### config.mk
export PLATFORM = sky130hd
export DESIGN_NAME = riscv_mem_arbiter
export DESIGN_NICKNAME = d
export VERILOG_FILES = /design/src/rtl/riscv_mem_arbiter.sv
export SDC_FILE = /design/constraint.sdc
export NUM_CORES = 1
export LEC_CHECK = 0
export CORE_AREA = 2 2 106 108
export DETAILED_ROUTE_END_ITERATION = 6
export DIE_AREA = 0 0 108 110
export HOLD_SLACK_MARGIN = 0.08
export MAX_ROUTING_LAYER = met4
export SLEW_MARGIN = 20
export SYNTH_ARGS = -nofsm -noshare
export SYNTH_HDL_FRONTEND = slang
export SYNTH_SLANG_ARGS = --single-unit
### constraint.sdc
create_clock -name i_clk -period 2.4 [get_ports i_clk]
set_clock_uncertainty 0.05 [all_clocks]
set_input_delay 0.48 -clock i_clk [delete_from_list [all_inputs] [get_ports i_clk]]
set_output_delay 0.48 -clock i_clk [all_outputs]
set_load 0.01 [all_outputs]
### src/rtl/riscv_mem_arbiter.sv
// riscv_mem_arbiter: shares one single-port memory (1-cycle read latency)
// between the CPU fetch port (IF) and data port (MM). At most one grant per
// cycle; read data is routed back to its owner the cycle after the grant.
// Build option: define RISCV_ARB_RR_EN for round-robin conflict resolution
// (no starvation counter). Default is fixed MM priority with a starvation
// counter that forces an IF grant after MAX_WAIT consecutive denials.
module riscv_mem_arbiter #(
  parameter int XLEN     = 32,
  parameter int MAX_WAIT = 4,
  parameter int WAIT_W   = 3
) (
  input  logic            i_clk,
  input  logic            i_rstn,
  input  logic            i_if_req,
  input  logic [XLEN-1:0] i_if_addr,
  output logic            o_if_gnt,
  output logic            o_if_rvalid,
  output logic [XLEN-1:0] o_if_rdata,
  input  logic            i_mm_req,
  input  logic [XLEN-1:0] i_mm_addr,
  input  logic            i_mm_wen,
  input  logic [3:0]      i_mm_strb,
  input  logic [XLEN-1:0] i_mm_wdata,
  output logic            o_mm_gnt,
  output logic            o_mm_rvalid,
  output logic [XLEN-1:0] o_mm_rdata,
  output logic            o_mem_en,
  output logic [XLEN-1:0] o_mem_addr,
  output logic            o_mem_wen,
  output logic [3:0]      o_mem_strb,
  output logic [XLEN-1:0] o_mem_wdata,
  input  logic [XLEN-1:0] i_mem_rdata,
  output logic            o_if_starve
);

  typedef enum logic [1:0] {RSP_NONE, RSP_IF, RSP_MM} rsp_e;

  rsp_e rsp_owner_q, rsp_owner_d;
  logic if_gnt, mm_gnt;

`ifdef RISCV_ARB_RR_EN
  // rr_last_mm_q: 1 when the most recent grant went to MM, 0 when to IF
  logic rr_last_mm_q, rr_last_mm_d;

  // Round-robin grant: on conflict, favour whoever was not granted last
  always_comb begin
    if_gnt = 1'b0;
    mm_gnt = 1'b0;
    if (i_rstn) begin
      if (i_if_req && i_mm_req) begin
        if (rr_last_mm_q) if_gnt = 1'b1;
        else              mm_gnt = 1'b1;
      end else begin
        if_gnt = i_if_req;
        mm_gnt = i_mm_req;
      end
    end
  end

  // Remember the last winner; idle cycles leave it unchanged
  always_comb begin
    rr_last_mm_d = rr_last_mm_q;
    if (mm_gnt)      rr_last_mm_d = 1'b1;
    else if (if_gnt) rr_last_mm_d = 1'b0;
  end

  // Last-winner register; reset as if IF had won so MM takes the first conflict
  always_ff @(posedge i_clk) begin
    if (!i_rstn) rr_last_mm_q <= 1'b0;
    else         rr_last_mm_q <= rr_last_mm_d;
  end

  assign o_if_starve = 1'b0;
`else
  localparam logic [WAIT_W-1:0] MAX_CNT = WAIT_W'(MAX_WAIT);

  logic [WAIT_W-1:0] wait_cnt_q, wait_cnt_d;
  logic              if_due;

  // IF has been denied long enough that it must win this cycle
  assign if_due = i_if_req && (wait_cnt_q == MAX_CNT);

  // Fixed priority: MM wins unless IF is due
  always_comb begin
    if_gnt = 1'b0;
    mm_gnt = 1'b0;
    if (i_rstn) begin
      if (if_due)        if_gnt = 1'b1;
      else if (i_mm_req) mm_gnt = 1'b1;
      else if (i_if_req) if_gnt = 1'b1;
    end
  end

  // Count consecutive IF denials, saturating; any IF grant or idle IF clears it
  always_comb begin
    wait_cnt_d = '0;
    if (i_if_req && !if_gnt)
      wait_cnt_d = (wait_cnt_q == MAX_CNT) ? wait_cnt_q : wait_cnt_q + 1'b1;
  end

  // Starvation counter register
  always_ff @(posedge i_clk) begin
    if (!i_rstn) wait_cnt_q <= '0;
    else         wait_cnt_q <= wait_cnt_d;
  end

  assign o_if_starve = if_gnt && (wait_cnt_q == MAX_CNT);
`endif

  assign o_if_gnt = if_gnt;
  assign o_mm_gnt = mm_gnt;

  // Steer the granted requester onto the memory port; IF is always a read
  always_comb begin
    o_mem_en    = 1'b0;
    o_mem_addr  = '0;
    o_mem_wen   = 1'b0;
    o_mem_strb  = '0;
    o_mem_wdata = '0;
    if (if_gnt) begin
      o_mem_en   = 1'b1;
      o_mem_addr = i_if_addr;
    end else if (mm_gnt) begin
      o_mem_en    = 1'b1;
      o_mem_addr  = i_mm_addr;
      o_mem_wen   = i_mm_wen;
      o_mem_strb  = i_mm_strb;
      o_mem_wdata = i_mm_wdata;
    end
  end

  // Track who owns next cycle's read data; writes produce no response
  always_comb begin
    rsp_owner_d = RSP_NONE;
    if (if_gnt)                  rsp_owner_d = RSP_IF;
    else if (mm_gnt && !i_mm_wen) rsp_owner_d = RSP_MM;
  end

  // Response owner register; reset drops any in-flight response
  always_ff @(posedge i_clk) begin
    if (!i_rstn) rsp_owner_q <= RSP_NONE;
    else         rsp_owner_q <= rsp_owner_d;
  end

  // Gate by reset so an in-flight response vanishes in the reset cycle itself
  assign o_if_rvalid = i_rstn && (rsp_owner_q == RSP_IF);
  assign o_mm_rvalid = i_rstn && (rsp_owner_q == RSP_MM);
  assign o_if_rdata  = o_if_rvalid ? i_mem_rdata : '0;
  assign o_mm_rdata  = o_mm_rvalid ? i_mem_rdata : '0;

endmodule

==> results list <==
- The flow ran to the end, and the final reports show no timing, DRC or antenna violations.
* CTS Hold Buffers Added: 0
- For this run, the top clock speed supported by timing is about 430 MHz.
- Max-cap violations in this run came to 0.
* Average instance area after synthesis: ~7.3 sq um
- The floorplan step set the die width to roughly 110 um.
- Once the floorplan was initialized, standard cells occupied 12.13% of the core.
* First-pass GRT wire length: 11920 um
- In this run the clock root is driven by a clkbuf_8.
* Library cell occupying the most area in the post-synthesis netlist: and2_1
- Antenna viol nets, final: 0
- Hold slack final: about 0.37 ns
* Startpoint kind of the worst setup timing path: primary input
- Post-route DRC: 0
* # diodes: 0
- The number of antenna violations at the first check in global routing was 0.
- Top post-synthesis cells by count: and2_1 (101), a22o_1 (32), buf_6 (7)
- TritonCTS built the clock tree.
- In the routed layout, each cell is associated on average with a via count of around 3.8.
* Seq cells post-synth: 5
- The die is between 100 and 150 um tall.
- STA classifies the critical path endpoint as an output port.
- The clock passes through at most 2 buffers.
* Via count of the first global-routing pass: around 2300
- Leakage power of the design: around 0.0021 uW
* Count of warnings emitted by yosys: 0
- Data required time at the worst endpoint: 1.87 ns
- The worst-case IR drop observed on VDD is 102.5 uV.
- Proportion of synthesized flip-flops having asynchronous set or reset: 0%
* Number of iterations in the first detailed-routing pass: 4
* Final standard cell count with taps included and fillers excluded: 600
- The signal on the critical path passes through clkdlybuf4s15_2, and3b_2, buf_4, and2_1, clkdlybuf4s50_1.
- The final layout contains routed wiring with a total length of ~8500 um.
- H-tree lvl count: 1
* Number of input and output port buffers inserted: around 280
- Syn Nets: between 300 and 400
* Max transition margin: between 80% and 90%
* Total global-route track usage: a little over an eighth
* Number of rows created at floorplan: 38
- During I/O placement, the number of pins put on the boundary was 276.
* Post-synthesis cell type count: 21
* Worst slew pin tran: about 0.19 ns
- Core Area: approximately 11000 sq um
- Sink Count: 5
* Inserted Clock Buffers: 3
* Synth area leaders: and2_1 (49%), a22o_1 (22%), dfxtp_1 (7.7%)
* Signal arrival time at the worst endpoint: between 1.5 and 2 ns
- Setup repair after global routing could not meet its margin everywhere.
- Layout Nets: 600
- Post-synthesis cell count: around 180
- For this design the ratio of total power to cell area is ~180 nW/um^2.
* Floorplan die area: roughly 12000 sq um
- Together, buffers and inverters on the worst path number 3.
- At the end of routability-driven placement, the weighted congestion stood at between 0.8 and 0.9.
- Count leader, synth: and2_1
* Initial DRC count: 70
- Number of placed cells counting well taps: just under 600
- Predominant post-synthesis flop cell: dfxtp_1
- HP Class: reg -> reg
* Half-perimeter wire length after placement: ~7000 um
- Total number of vias: 2308
- Finished Core Util: between 40% and 50%
* Cell with the biggest individual delay on the critical path: clkdlybuf4s50_1
- Grt total ovfl: 0
- After detailed routing, the average wire length per cell comes to roughly 14 um.
- Post-synth EDFFs: 0
- The kind of cell with the highest combined delay along the critical path is buffers and inverters.
- The number of pins with negative max-slew slack in the final report was 0.
- The hold violation total from the final report came to 0.
- Area of the mapped netlist: about 1300 sq um
* CP Class: in -> out
- Final sum of negative setup slack: 0 ns
- After clock tree synthesis, the clock-pin slew on the worst setup and hold paths is ~0.04 ns.
- In this run the worst path has a maximum fanout of 12.
- In the final layout, the share of cells above drive strength 1 is 8.913%.
* Clk Latency, worst-skew pair: roughly 0.22 ns
* Area Overhead vs Synth: 234.8%
- Maximum number of pins on one net before global-route repair: 29
- Share of the clock period used by the worst path: a little over nine tenths
- After synthesis, flip-flops and latches occupy around 7.7% of the total area.
- Of the post-synthesis cell area, the dominant cell type holds 48.70%.
* Count of endpoints failing setup in the final report: 0
* Biggest cell delay along the critical path: between 0.5 and 0.6 ns
* Final Critical Period: around 2.3 ns
## registers in the layout, indices dropped and copies added, names as in the netlist
register	count
rsp_owner_q	2
wait_cnt_q	3
## final timing paths
check,start,end,slack (ns),cells after the start
setup / recovery,i_rstn,o_mm_rdata[12],0.05,5
hold reg to reg,wait_cnt_q[0]$_SDFFE_PN0P_,wait_cnt_q[0]$_SDFFE_PN0P_,0.37,1
hold / removal,wait_cnt_q[0]$_SDFFE_PN0P_,wait_cnt_q[0]$_SDFFE_PN0P_,0.37,1
setup reg to reg,wait_cnt_q[0]$_SDFFE_PN0P_,rsp_owner_q[1]$_SDFF_PP0_,1.12,6
## what timing repair did
| item | in CTS | in global routing |
|---|---|---|
| gates resized for setup | 103 | 20 |
| gates cloned | 3 | 1 |
| setup buffers | 4 | 0 |
| endpoints found under the setup margin | 139 | 64 |
| pin swaps | 1 | 1 |
## stage by stage
step | power (uW) | area [sq um] | setup WS [ns]
detailed placement | 630.5 | 4207 | -0.4621
finish | 762.8 | 4344 | 0.05407
CTS | 777.6 | 4358 | 0.001236
floorplan | 236.5 | 1297 | 0.5744
global route | 812.7 | 4344 | -0.02610
global placement | 627.4 | 4207 | -0.4361
## cells in the final DEF (no fill, tap or decap), drive strengths merged
cell	n
a21oi	2
ha	2
nor2	6
bufbuf	1
clkdlybuf4s15	2
buf	21
inv	3
dfxtp	5
and2b	1
clkdlybuf4s50	193
dlygate4sd2	64
nand2	4
a31oi	1
mux2i	1
and3b	1
dlymetal6s2s	8
nand2b	1
a22o	32
o21a	1
clkbuf	9
and2	101
nand3	1
## per-layer routing
layer  routed length, um  track usage (%)
met3                 757            3.351
met4                  90            3.114
met2                4556            24.39
met1                3091            14.18
met5                   0                -
## kinds of logic (layout without fill, tap and decap cells)
family          after synthesis  in the layout  share of synthesized area [%]
compound gates               36             36                          24.88
fa+ha+maj                     2              2                          1.928
flops                         5              5                          7.715
simple gates                115            115                          54.10
mux                           1              1                         0.7715
buf+inv                      19            301                          10.61
## area by class of cell
class | count | area [sq um]
Fill cell | 1116 | 6354
Timing Repair Buffer | 294 | 2928
Multi-Input combinational cell | 154 | 1084
Tap cell | 140 | 175.2
Sequential cell | 5 | 101.3
Clock buffer | 4 | 45.04
Inverter | 3 | 11.26
## where the power goes
| group | internal [uW] | switching [uW] |
|---|---|---|
| Combinational | 356 | 169 |
| Sequential | 86.0 | 1.30 |
| Clock | 114 | 36.6 |
| Total | 555 | 207 |
Power figures use the tool's default switching activity.
